[src/rtl/ram_march_bist.sv]
// ram_march_bist
//    March C- built-in self-test initiator for one port of a single-clock RAM.
//    The RAM writes when ram_en is high. When ram_en is low it registers
//    read data, which appears one cycle after the address.
//    On a start pulse the block runs the six march elements M0..M5 over the
//    whole address space. It compares every read against the expected
//    background and reports pass/fail, the first failing location and a
//    saturating mismatch count.
//
//    Optional feature macro: BIST_STOP_ON_FAIL_EN
//       defined   : the first mismatch ends the test at once (FSM -> DONE).
//       undefined : the full sequence always runs and errors accumulate.
//
// Ports
//    clk        in   single rising-edge clock
//    rst_n      in   asynchronous active-low reset
//    start      in   launches a test when sampled high in IDLE
//    busy       out  high while a test runs
//    done       out  one-cycle pulse at test end
//    pass       out  last test ended with zero mismatches (held until start)
//    err_count  out  mismatch count, saturating at 255
//    fail_addr  out  address of the first mismatch
//    fail_got   out  data read at the first mismatch
//    fail_exp   out  data expected at the first mismatch
//    ram_en     out  RAM write enable (1 = write, 0 = read)
//    ram_addr   out  RAM address
//    ram_wdata  out  RAM write data
//    ram_rdata  in   RAM registered read data
module ram_march_bist #(
   parameter int unsigned   AW      = 5,
   parameter int unsigned   DW      = 8,
   parameter logic [DW-1:0] PATTERN = 8'h55
) (
   input  logic          clk,
   input  logic          rst_n,
   input  logic          start,
   output logic          busy,
   output logic          done,
   output logic          pass,
   output logic [7:0]    err_count,
   output logic [AW-1:0] fail_addr,
   output logic [DW-1:0] fail_got,
   output logic [DW-1:0] fail_exp,
   output logic          ram_en,
   output logic [AW-1:0] ram_addr,
   output logic [DW-1:0] ram_wdata,
   input  logic [DW-1:0] ram_rdata
);

`ifdef BIST_STOP_ON_FAIL_EN
   localparam bit STOP_ON_FAIL = 1'b1;
`else
   localparam bit STOP_ON_FAIL = 1'b0;
`endif

   localparam logic [AW-1:0] ADDR_MAX = '1;

   typedef enum logic [2:0] {S_IDLE, S_M0, S_M1, S_M2, S_M3, S_M4, S_M5, S_DONE} state_t;

   state_t          state_q, state_d;
   logic [AW-1:0]   addr_q, addr_d;      // address of the next op to issue
   logic            phase_q, phase_d;    // M1..M4: 0 = read op, 1 = write op
   logic            drain_q, drain_d;    // M5: all reads issued, waiting for last compare

   logic            ram_en_q;
   logic [AW-1:0]   ram_addr_q;
   logic [DW-1:0]   ram_wdata_q;

   // Read tracking: stage 1 is aligned with the registered RAM request,
   // stage 2 with the cycle in which ram_rdata carries that read's data.
   logic            rd1_vld_q, rd1_last_q, rd2_vld_q, rd2_last_q;
   logic [DW-1:0]   rd1_exp_q, rd2_exp_q;
   logic [AW-1:0]   rd1_addr_q, rd2_addr_q;

   logic [7:0]      err_cnt_q, err_cnt_d;
   logic [AW-1:0]   fail_addr_q, fail_addr_d;
   logic [DW-1:0]   fail_got_q, fail_got_d;
   logic [DW-1:0]   fail_exp_q, fail_exp_d;
   logic            pass_q, pass_d;

   logic            op_vld, op_wr, op_last, inv_elem, desc_elem, running, mismatch;
   logic [DW-1:0]   op_data;

   assign running  = (state_q != S_IDLE) && (state_q != S_DONE);
   assign mismatch = running && rd2_vld_q && (ram_rdata != rd2_exp_q);

   // Sequencer: decides the op for the current cycle and advances the pointer.
   always_comb begin
      state_d   = state_q;
      addr_d    = addr_q;
      phase_d   = phase_q;
      drain_d   = drain_q;
      op_vld    = 1'b0;
      op_wr     = 1'b0;
      op_last   = 1'b0;
      op_data   = PATTERN;
      inv_elem  = (state_q == S_M2) || (state_q == S_M4);
      desc_elem = (state_q == S_M3) || (state_q == S_M4);
      case (state_q)
         S_IDLE: begin
            if (start) begin
               state_d = S_M0;
               addr_d  = '0;
               phase_d = 1'b0;
               drain_d = 1'b0;
            end
         end
         S_M0: begin
            op_vld = 1'b1;
            op_wr  = 1'b1;
            if (addr_q == ADDR_MAX) begin
               state_d = S_M1;
               addr_d  = '0;
            end else begin
               addr_d = addr_q + 1'b1;
            end
         end
         S_M1, S_M2, S_M3, S_M4: begin
            op_vld  = 1'b1;
            op_wr   = phase_q;
            phase_d = ~phase_q;
            // M1/M3 read P then write ~P; M2/M4 read ~P then write P.
            op_data = (inv_elem ^ phase_q) ? ~PATTERN : PATTERN;
            if (phase_q) begin
               if (addr_q == (desc_elem ? '0 : ADDR_MAX)) begin
                  // Only M1 hands over to an ascending element.
                  addr_d = (state_q == S_M1) ? '0 : ADDR_MAX;
                  case (state_q)
                     S_M1:    state_d = S_M2;
                     S_M2:    state_d = S_M3;
                     S_M3:    state_d = S_M4;
                     default: state_d = S_M5;
                  endcase
               end else begin
                  addr_d = desc_elem ? addr_q - 1'b1 : addr_q + 1'b1;
               end
            end
         end
         S_M5: begin
            if (!drain_q) begin
               op_vld = 1'b1;
               if (addr_q == '0) begin
                  drain_d = 1'b1;
                  op_last = 1'b1;
               end else begin
                  addr_d = addr_q - 1'b1;
               end
            end
            if (rd2_vld_q && rd2_last_q) begin
               state_d = S_DONE;
            end
         end
         S_DONE:  state_d = S_IDLE;
         default: state_d = S_IDLE;
      endcase
      if (STOP_ON_FAIL && mismatch) begin
         state_d = S_DONE;
         op_vld  = 1'b0;
      end
   end

   // Result bookkeeping.
   always_comb begin
      err_cnt_d   = err_cnt_q;
      fail_addr_d = fail_addr_q;
      fail_got_d  = fail_got_q;
      fail_exp_d  = fail_exp_q;
      pass_d      = pass_q;
      if ((state_q == S_IDLE) && start) begin
         err_cnt_d   = '0;
         fail_addr_d = '0;
         fail_got_d  = '0;
         fail_exp_d  = '0;
         pass_d      = 1'b0;
      end else if (mismatch) begin
         if (err_cnt_q != 8'hFF) begin
            err_cnt_d = err_cnt_q + 8'd1;
         end
         // The count never returns to zero within a test, so zero marks the first error.
         if (err_cnt_q == 8'd0) begin
            fail_addr_d = rd2_addr_q;
            fail_got_d  = ram_rdata;
            fail_exp_d  = rd2_exp_q;
         end
      end
      // Resolve pass on entry to DONE so it already includes the final compare.
      if ((state_d == S_DONE) && (state_q != S_DONE)) begin
         pass_d = (err_cnt_d == 8'd0);
      end
   end

   always_ff @(posedge clk or negedge rst_n) begin
      if (!rst_n) begin
         state_q     <= S_IDLE;
         addr_q      <= '0;
         phase_q     <= 1'b0;
         drain_q     <= 1'b0;
         ram_en_q    <= 1'b0;
         ram_addr_q  <= '0;
         ram_wdata_q <= '0;
         rd1_vld_q   <= 1'b0;
         rd1_last_q  <= 1'b0;
         rd1_exp_q   <= '0;
         rd1_addr_q  <= '0;
         rd2_vld_q   <= 1'b0;
         rd2_last_q  <= 1'b0;
         rd2_exp_q   <= '0;
         rd2_addr_q  <= '0;
         err_cnt_q   <= '0;
         fail_addr_q <= '0;
         fail_got_q  <= '0;
         fail_exp_q  <= '0;
         pass_q      <= 1'b0;
      end else begin
         state_q     <= state_d;
         addr_q      <= addr_d;
         phase_q     <= phase_d;
         drain_q     <= drain_d;
         if (op_vld) begin
            ram_en_q   <= op_wr;
            ram_addr_q <= addr_q;
            if (op_wr) begin
               ram_wdata_q <= op_data;
            end
         end else begin
            ram_en_q <= 1'b0;
         end
         rd1_vld_q   <= op_vld & ~op_wr;
         rd1_last_q  <= op_last;
         rd1_exp_q   <= op_data;
         rd1_addr_q  <= addr_q;
         rd2_vld_q   <= rd1_vld_q;
         rd2_last_q  <= rd1_last_q;
         rd2_exp_q   <= rd1_exp_q;
         rd2_addr_q  <= rd1_addr_q;
         err_cnt_q   <= err_cnt_d;
         fail_addr_q <= fail_addr_d;
         fail_got_q  <= fail_got_d;
         fail_exp_q  <= fail_exp_d;
         pass_q      <= pass_d;
      end
   end

   assign busy      = running;
   assign done      = (state_q == S_DONE);
   assign pass      = pass_q;
   assign err_count = err_cnt_q;
   assign fail_addr = fail_addr_q;
   assign fail_got  = fail_got_q;
   assign fail_exp  = fail_exp_q;
   assign ram_en    = ram_en_q;
   assign ram_addr  = ram_addr_q;
   assign ram_wdata = ram_wdata_q;

endmodule

[config.mk]
export PLATFORM = sky130hd
export DESIGN_NAME = ram_march_bist
export DESIGN_NICKNAME = d
export VERILOG_FILES = /design/src/rtl/ram_march_bist.sv
export SDC_FILE = /design/constraint.sdc
export NUM_CORES = 1
export LEC_CHECK = 0
export ABC_AREA = 1
export BUFFER_PORTS_ARGS = -buffer_cell sky130_fd_sc_hd__buf_2
export CAP_MARGIN = 20
export CORE_ASPECT_RATIO = 1.25
export CORE_MARGIN = 10
export CORE_UTILIZATION = 31
export CTS_CLUSTER_SIZE = 8
export DETAILED_ROUTE_END_ITERATION = 12
export PLACE_DENSITY = 0.57
export SYNTH_ARGS = -nofsm -noshare
export SYNTH_HDL_FRONTEND = slang
export SYNTH_SLANG_ARGS = --single-unit
export TNS_END_PERCENT = 20
[constraint.sdc]
create_clock -name clk -period 5.22 [get_ports clk]
set_input_delay 1.305 -clock clk [delete_from_list [all_inputs] [get_ports clk]]
set_output_delay 1.305 -clock clk [all_outputs]
set_load 0.05 [all_outputs]
Word-level counts from Yosys, hierarchy flattened. Cells that the tools add are included. Widths: inputs -> output; s select.

Bits in registers: 84. Bits of input ports: 11. Output and inout bits: 46. Logic and storage cells: 114.

Add/subtract/negate cells: 3. Eq/ne operators: 17. Multiplexer cells: 44. Bitwise operators: 4. Reductions and logical operators: 26.

Operator list (count): $mux 8 (11); $mux 5 (12); $pmux 5 s4 (1); $logic_not 8->1 (2); $eq 3x3->1 const B (5); $mux 3 (5); $pmux 3 s5 (1); $reduce_bool 2->1 (5); $mux 1 (9); $pmux 3 s3 (1); $add 8x1->8 const B (1); $ne 2x2->1 const B (4); $ne 8x8->1 (1); $ne 8x8->1 const B (1); $pmux 1 s2 (4); $reduce_and 2->1 (4); $eq 3x2->1 const B (2); $logic_and 1x1->1 (6); $add 5x1->5 const B (1); $eq 5x5->1 (1); $eq 5x5->1 const B (1); $logic_not 5->1 (1); $reduce_and 5->1 (1); $reduce_or 5->1 (1); 11 further kinds (13).

Longest topological paths before layout. Gate-level depths: netlist of run 1.

Depth in word-level cells: 10. Mapped depth: 18. Gate-level depth less buffers: 16.

Least setup slack after synthesis of run 1. Ideal clock, no wire load.

Kind: register -> output. Start: register state_q[1]. End: output port busy. Arrival: 1.592 ns. Data required time: 3.915 ns. Slack: 2.323 ns. Cell stages (with the launch flop): 5. Buffers on the path: 1. Cells stage by stage: dfrtp_1 > buf_4 > nand3_1 > inv_1 > nor2_1.

Word-level cells in the longest chain between the ends: 2. Elaborated cells between the ends (all ways): 3. Those cells by class: eq/ne: 1; reduce/logical: 2.

RTL lines: start, declared (line 60) `state_t state_q, state_d;`; start signal, assigned (line 215) `state_q <= state_d;`; $ne 3x3->1 / $reduce_bool 3->1 (equally long branches) (line 84) `assign running = (state_q != S_IDLE) && (state_q != S_DONE);`; $logic_and 1x1->1 * (line 84); end, declared (line 37) `output logic busy,`.

Mark *: on every way between the ends. The rest lies on a longest branch, timed or not.

Worst setup path in the final report of run 1. Same ends and word-level chain as after synthesis.

==> flow_metrics.tcl, run 1 <==
set metrics [dict create \
    status "finished clean" \
    portBuffers 56 \
    place.gp.congestion 0.8970 \
    cts_buffers 9 \
    antenna_left 0 \
    grt_pass1_vias 2725 \
    finClkSkew_ns 0.004393 \
    ios 57 \
    cts_max_path_buffers 2 \
    num_antenna_cells 0 \
    start_kind "register" \
    synthArstFlopShare_pct 100.0 \
    area_delta_synth_final_pct 18.08 \
    hold_viol 0 \
    drc 0 \
    ys_seq_area_share_pct 45.49 \
    vias 2700 \
    die-area_sq_um 15200 \
    synth_edf_count 0 \
    setup_viol 0 \
    cts_sinks 60 \
    hp-class "reg2reg" \
    setup_ws_ns 2.381 \
    postCtsHoldBufs 0 \
    first_pass_iters 4 \
    most-common-layout-cells "nand2_1 (83), inv_1 (67), dfrtp_1 (60)" \
    relSlewSlack_pct 49.01 \
    r2r-start "state_q[1]" \
    dp.cells 585 \
    utilization_pct 37.08 \
    final_nets 487 \
    ys_types 34 \
    internal_power_mw 0.9725 \
    ff2ff_path_depth 15 \
    layout-drive-gt1-share_pct 20.68 \
    finalCriticalPeriod_ns 2.839 \
    cp-endpoint "busy" \
    rsz0062_at_grt "no" \
    drv_slew 0 \
    track_usage_pct 10.34 \
    fin_cells 601 \
    ys_seq_elements 60 \
    cp.arrival_ns 1.53 \
    fmax_mhz 352.2 \
    worstSetupPathType "reg2out" \
    synth.net_count 438 \
    design_area_sq_um 3897 \
    holdWs_ns 0.3472 \
    place_area_sq_um 3616 \
    power_frac_seq_pct 36.1 \
    path_clk_slew_ns 0.05 \
    pwr-share-comb_pct 31.7 \
    cap_viol_max_count 0 \
    fin_total_pwr_mw 1.642 \
    die_y_um 135.4 \
    syn_inst 416 \
    insertion_delay_ns 0.32 \
    synth_warnings 0 \
    synth_area_sq_um 3301 \
    ir_drop_v 0.0001508 \
    tritoncts "yes" \
    drt-initial-drc-count 119 \
    avgSynthCellArea_sq_um 7.934 \
    cts_setup_buffers 0 \
    antenna_found_initial 0 \
    grt_pass1_wl_mm 13.07 \
    cp_max_fo 9 \
    min_period_over_period_pct 54.39 \
    start_util_pct 31.40 \
    fin_setup_tns_ns 0 \
    htreeDepth 3 \
    dp_worst_setup_slack_ns 1.670 \
    die_x_um 112.3 \
    dp_hpwl_mm 5.753 \
    grt_max_degree 61 \
    synthFlopType "dfrtp_1" \
    layout_commonest_cell "nand2_1" \
    power_density_nw_per_um2 421.4 \
    grt_overflow 0 \
    rows 42 \
    clkPwrFrac_pct 32.2 \
    p_leak_nw 2.177 \
    setup.worst_path.start "state_q[1]" \
    core_area_sq_um 10510 \
    p_sw_share_pct 40.79 \
    cts-root-buf "clkbuf_16" \
    drt-total-wl_mm 7.650 \
    cp-end-kind "primary output" \
    worstPathRequired_ns 3.91 \
    avgRoutedWirePerCell_um 12.73 \
    fillers 1105 \
    via_per_inst 4.493 \
    reg2reg_slack_ns 2.79 \
    p_sw_mw 0.6699 \
    post_cts_resize_count 0 \
    r2r_end "addr_q[1]" \
    worstMarginPinSlew_ns 0.7648 \
]
==> metal layers <==
metal / part of all wire (%) / vias up / track usage [%]
li1: - / 1402 / -
met4: 1.5 / 0 / 4.237
met2: 51 / 55 / 17.76
met5: 0 / - / 0
met3: 5.5 / 8 / 3.236
met1: 43 / 1235 / 11.61
==> cells in the mapped netlist (all sizes together), types with 2 or more instances <==
| cell type | count | area share, % |
|---|---|---|
| nor2 | 35 | 5.1 |
| or2 | 2 | 0.46 |
| xnor2 | 2 | 0.53 |
| ha | 11 | 4.2 |
| nand2 | 90 | 11 |
| nor3 | 2 | 0.64 |
| inv | 74 | 8.6 |
| buf | 19 | 4.0 |
| dfrtp | 60 | 45 |
| nand3 | 47 | 7.4 |
| o21bai | 2 | 0.45 |
| nand4 | 7 | 1.3 |
| o21ai | 36 | 5.5 |
| xor2 | 5 | 1.3 |
| a21oi | 16 | 2.4 |
| o211ai | 2 | 0.45 |
==> layout make-up <==
type	instances	area [sq um]	share of cell area (%)
timing repair buffer	58	302.8	7.769
clock buffer	9	225.2	5.778
multi-input combinational	261	1375	35.28
sequential	60	1501	38.52
clock inverter	6	41.29	1.059
inverter	75	286.5	7.352
tap	132	165.2	4.238
==> critical path, cell delays in order (launching register included) <==
cell and delay (ns):
dfrtp_1 0.58, nor2_1 0.12, nand2_2 0.09, inv_1 0.07
nor2_1 0.08, buf_2 0.26
==> power groups by stage <==
stage / clock network, mW / logic [mW] / registers [mW]
final: 0.529 / 0.521 / 0.592
after global routing: 0.563 / 0.574 / 0.605
after CTS: 0.546 / 0.529 / 0.594
after detailed placement: 0 / 0.528 / 0.601
after global placement: 0 / 0.524 / 0.600
after floorplan: 0 / 0.199 / 0.797
==> state kept, by name (all words and copies together) (netlist names), 3 cells and up <==
signal      cells
addr_q          5
err_count       8
fail_addr       5
fail_got        8
ram_addr        5
rd1_addr_q      5
rd2_addr_q      5
state_q         3
==> cells by family after synthesis <==
| group | after synthesis | share of synthesized area [%] |
|---|---|---|
| compound gates | 58 | 9.249 |
| xor+xnor | 7 | 1.858 |
| fa+ha+maj | 11 | 4.170 |
| buf+inv | 95 | 12.85 |
| flops | 60 | 45.49 |
| simple gates | 185 | 26.38 |
==> worst min-delay path by stage <==
stage	from	end	slack (ns)	cells past startpoint
after floorplan	rd1_addr_q[0]	rd2_addr_q[0]	0.33	0
after global placement	rd1_exp_q[6]	rd2_exp_q[6]	0.33	0
after detailed placement	rd1_addr_q[1]	rd2_addr_q[1]	0.34	0
after CTS	rd1_addr_q[4]	rd2_addr_q[4]	0.35	0
after global routing	rd1_vld_q	rd2_vld_q	0.35	0
final	rd1_vld_q	rd2_vld_q	0.35	0
(Power assumes the default switching activity.)
==> inputs of run 2 (changes only) <==
Settings changed: PLACE_DENSITY 0.57 to 0.59.
Clock period 5.22 ns to 2.53 ns, I/O delays scaled along.
==> run 2 against run 1 <==
- via count increased by 2.4%
- wire length decreased by 0.82%
- combinational power increased by 110%
- clock-buffer cell count increased by 2
- total power increased by 120%
- cell count increased by 0.33%
- utilization increased by 0.69 points
- critical endpoint is now pass
- global-route usage decreased by 0.25 points
- sequential power increased by 100%
==> flow_metrics.tcl, run 2 (synthesized netlist as in run 1, its figures left out) <==
set metrics [dict create \
    dp_hpwl_mm 5.623 \
    fin_cells 603 \
    power_density_nw_per_um2 892.0 \
    critPathTopFamily "simple AND/OR/NAND/NOR gates" \
    finClkSkew_ns 0.004718 \
    cp-end-kind "register" \
    critPathMostFrequentCell "nand2_1" \
    seqCellArea_sq_um 1501 \
    relSlewSlack_pct 67.16 \
    cp_slowest_cell "dfrtp_1" \
    final_nets 488 \
    first_pass_iters 4 \
    dp_worst_setup_slack_ns 0.3606 \
    antenna_left 0 \
    die_y_um 135.4 \
    drt-initial-drc-count 254 \
    vias 2764 \
    avgRoutedWirePerCell_um 12.58 \
    die-area_sq_um 15200 \
    cts_sinks 60 \
    start_kind "register" \
    fin_total_pwr_mw 3.541 \
    setup_viol 0 \
    fmax_mhz 463.6 \
    utilization_pct 37.77 \
    layout_commonest_cell "nand2_1" \
    cp_num_buf_inv 3 \
    setup_ws_ns 0.3728 \
    drv_slew 0 \
    grt_pass1_vias 2637 \
    min_period_over_period_pct 85.27 \
    worstMarginPinSlew_ns 0.4919 \
    portBuffers 56 \
    fin_setup_tns_ns 0 \
    htreeDepth 3 \
    finalCriticalPeriod_ns 2.157 \
    hp-class "in2async" \
    place.gp.congestion 0.8679 \
    cap_viol_max_count 0 \
    cts_buffers 9 \
    ir_drop_v 0.0003064 \
    insertion_delay_ns 0.33 \
    cts_max_path_buffers 2 \
    via_per_inst 4.584 \
    worstPathRequired_ns 2.75 \
    holdWs_ns 0.2941 \
    status "finished clean" \
    most-common-layout-cells "nand2_1 (83), inv_1 (67), dfrtp_1 (60)" \
    cp_cell_sequence "inv_4 > ha_1 > inv_1 > nand3_1 > nand2_1 > a21oi_1 > nand2_1 > inv_2 > nand2_1 > nor2_1 > nand2_1 > nand3_1 > nand2_1" \
    grt_pass1_wl_mm 12.65 \
    area_delta_synth_final_pct 20.28 \
    place_area_sq_um 3656 \
    tritoncts "yes" \
    worstSetupPathType "reg2reg" \
    die_x_um 112.3 \
    antenna_found_initial 0 \
    grt_overflow 0 \
    cp_max_fo 8 \
    start_util_pct 31.40 \
    multi_input_area_sq_um 1378 \
    rows 42 \
    grt_max_degree 61 \
    dp.cells 587 \
    fillers 1107 \
    design_area_sq_um 3970 \
    path_clk_slew_ns 0.06 \
    ios 57 \
    rsz0062_at_grt "no" \
    hold_viol 0 \
    num_antenna_cells 0 \
    drt-total-wl_mm 7.587 \
    layout-drive-gt1-share_pct 21.23 \
    drc 0 \
    cp.arrival_ns 2.37 \
    track_usage_pct 10.09 \
    p_leak_nw 2.210 \
    critPathMaxStageDelay_ns 0.49 \
    core_area_sq_um 10510 \
    cts-root-buf "clkbuf_16" \
]
## run 2: cell types whose count changed in the layout (fill, tap and decap cells not counted)
cell	delta
buf_12	+2
clkbuf_8	+2
buf_8	-1
bufinv_16	+1
clkinv_2	-1
clkinvlp_4	-1
ha_1	-1
ha_2	+1
## run 2: metal layers
metal  GRT usage [%]  wire, um  vias up
met5               0         0        -
met4           4.449       116        0
met3           3.989       541        7
met2           16.86      3778       71
met1           11.10      3150     1277
li1                -         -     1409
## run 2: timing repair
item                       in CTS  in global routing
setup endpoints to repair       0                  2
buffers inserted                0                  0
gates resized for setup         0                  1
hold buffers                    0                  0
## run 2: area by class of cell
class,instances,share of cell area (%)
inverters,75,7.217
well taps,132,4.160
multi-input cells,261,34.70
repair buffers,59,8.257
clock inverters,5,1.481
clock buffers,11,6.366
flip-flops and latches,60,37.82
## run 2: final timing paths
check | startpoint | to | slack, ns | cells after the start
hold / removal | rst_n | addr_q[2] | 0.29 | 2
setup / recovery | state_q[2] | pass | 0.37 | 13
max in group asynchronous | rst_n | state_q[2] | 1.95 | 2
min in group clk | rd1_exp_q[6] | rd2_exp_q[6] | 0.34 | 0
setup reg to reg | state_q[2] | pass | 0.37 | 13
hold reg to reg | rd1_exp_q[6] | rd2_exp_q[6] | 0.34 | 0
## run 2: worst register-to-register path: cells and delay by family (launching register included)
kind | cells | cell delay [ns]
and+or+nand+nor | 8 | 0.66
AOI/OAI and AO/OA | 1 | 0.12
buffers and inverters | 3 | 0.34
DFF | 1 | 0.49
adders and majority gates | 1 | 0.43
## run 2: power breakdown
group | switching [mW] | internal (mW) | leakage [nW] | total, mW
combinational | 0.807 | 0.271 | 1.35 | 1.08
clock | 0.434 | 0.816 | 0.148 | 1.25
sequential | 0.130 | 1.08 | 0.707 | 1.21
total | 1.37 | 2.17 | 2.21 | 3.54
==> inputs of run 3 (changes only) <==
Settings changed: BUFFER_PORTS_ARGS -buffer_cell sky130_fd_sc_hd__buf_2 to default, CTS_CLUSTER_DIAMETER from default to 50, DONT_BUFFER_PORTS from default to 1, PLACE_DENSITY 0.59 to 0.54.
==> run 3 against run 2 <==
- sequential share of layout area rose by 1.6 points
- maximum frequency shrank 3.5%
- combinational power shrank 22%
- wire length increased by 0.42%
- total power up 2.3%
- critical path depth up 1
- sequential power rose by 18%
- design area is 3.7% lower
- via count decreased by 5.2%
- clock power up 9%
- critical path type unchanged
==> flow_metrics.tcl, run 3 (synthesized netlist as in run 1, its figures left out) <==
set metrics [dict create \
    clkPwrFrac_pct 37.4 \
    avgRoutedWirePerCell_um 13.58 \
    vias 2621 \
    cts_sinks 60 \
    tritoncts "yes" \
    place_area_sq_um 3466 \
    cts_max_path_buffers 2 \
    ir_drop_v 0.0002678 \
    reg2reg_slack_ns 0.30 \
    r2r_end "addr_q[1]" \
    antenna_left 0 \
    fin_setup_tns_ns 0 \
    fillers 1089 \
    worstSetupPathType "reg2reg" \
    r2r-start "state_q[2]" \
    die-area_sq_um 15200 \
    cp.arrival_ns 2.44 \
    drv_slew 0 \
    core_area_sq_um 10510 \
    multi_input_area_sq_um 1375 \
    p_leak_nw 2.037 \
    track_usage_pct 10.56 \
    cts_buffers 9 \
    cp_cell_sequence "ha_1 > inv_1 > nor2_1 > nand3_1 > nand2_1 > nand2_1 > inv_1 > nand2_1 > nand2_2 > inv_1 > o21ai_0 > o211ai_1 > nand2_1 > o21ai_0" \
    rows 42 \
    drc 0 \
    power_frac_seq_pct 39.4 \
    p_sw_mw 1.362 \
    design_area_sq_um 3822 \
    place.gp.congestion 0.8996 \
    cp-end-kind "register" \
    hp-class "in2async" \
    htreeDepth 3 \
    num_antenna_cells 0 \
    status "finished clean" \
    most-common-layout-cells "nand2_1 (83), inv_1 (67), dfrtp_1 (56)" \
    critPathMostFrequentCell "nand2_1" \
    ios 57 \
    insertion_delay_ns 0.33 \
    cp_slowest_cell "dfrtp_1" \
    dp.cells 544 \
    portBuffers 0 \
    min_period_over_period_pct 88.34 \
    grt_pass1_vias 2549 \
    pwr-share-comb_pct 23.2 \
    holdWs_ns 0.1610 \
    drt-total-wl_mm 7.619 \
    drt-initial-drc-count 116 \
    first_pass_iters 4 \
    area_delta_synth_final_pct 15.81 \
    die_x_um 112.3 \
    antenna_found_initial 0 \
    final_nets 446 \
    layout-drive-gt1-share_pct 13.99 \
    finalCriticalPeriod_ns 2.235 \
    setup_viol 0 \
    p_sw_share_pct 37.61 \
    critPathMaxStageDelay_ns 0.51 \
    start_kind "register" \
    worstMarginPinSlew_ns 0.5719 \
    die_y_um 135.4 \
    seqCellArea_sq_um 1506 \
    hold_viol 0 \
    internal_power_mw 2.259 \
    ff2ff_path_depth 14 \
    finClkSkew_ns 0.005208 \
    cp_max_fo 9 \
    grt_pass1_wl_mm 13.00 \
    via_per_inst 4.672 \
    relSlewSlack_pct 61.87 \
    rsz0062_at_grt "no" \
    layout_commonest_cell "nand2_1" \
    utilization_pct 36.37 \
    cts-root-buf "clkbuf_16" \
    dp_hpwl_mm 5.484 \
    start_util_pct 31.40 \
    worstPathRequired_ns 2.73 \
    grt_max_degree 61 \
    fmax_mhz 447.4 \
    cap_viol_max_count 0 \
    fin_cells 561 \
    grt_overflow 0 \
    power_density_nw_per_um2 947.4 \
    path_clk_slew_ns 0.05 \
]
## run 3: worst max path at each step
stage / end / startpoint / depth (start not counted) / slack, ns
6_report: addr_q[1] / state_q[2] / 14 / 0.30
5_1_grt: pass / state_q[2] / 14 / 0.008
4_1_cts: addr_q[1] / state_q[2] / 14 / 0.31
3_5_place_dp: addr_q[1] / state_q[2] / 14 / 0.32
3_3_place_gp: pass / state_q[2] / 13 / 0.38
2_1_floorplan: busy / state_q[1] / 4 / 0.31
## run 3: final cells by class
type	count	area share [%]
Clock buffer	12	6.710
Clock inverter	4	1.899
Inverter	75	7.496
Multi-Input combinational cell	261	35.97
Sequential cell	60	39.41
Tap cell	132	4.321
Timing Repair Buffer	17	4.190
## run 3: worst max-delay path: cells and delay by family (launching register included)
family,cells,cell delay [ns]
simple gates,7,0.62
flops,1,0.51
fa+ha+maj,1,0.40
buf+inv,3,0.31
compound gates,3,0.25
## run 3: power by group through the flow
stage,sequential [mW],clock (mW),combinational [mW]
5_1_grt,1.45,1.44,0.933
3_5_place_dp,1.45,0,0.822
6_report,1.43,1.36,0.839
4_1_cts,1.43,1.40,0.849
2_1_floorplan,1.64,0,0.411
3_3_place_gp,1.45,0,0.810
## run 3: through the flow
step	total power [mW]	setup WS [ns]
floorplan	2.055	0.3053
global placement	2.256	0.3787
detailed placement	2.273	0.3249
CTS	3.677	0.3118
global route	3.815	0.008460
finish	3.621	0.2951
## run 3: what timing repair did
item,CTS,global route
resized for setup,0,0
setup buffers,0,0
endpoints found under the hold margin,60,0
hold buffers,1,0
## run 3: metal layers
layer	wire length, um	track usage [%]
met1	3153	11.91
met2	3882	17.73
met3	460	3.413
met4	122	4.873
met5	0	0
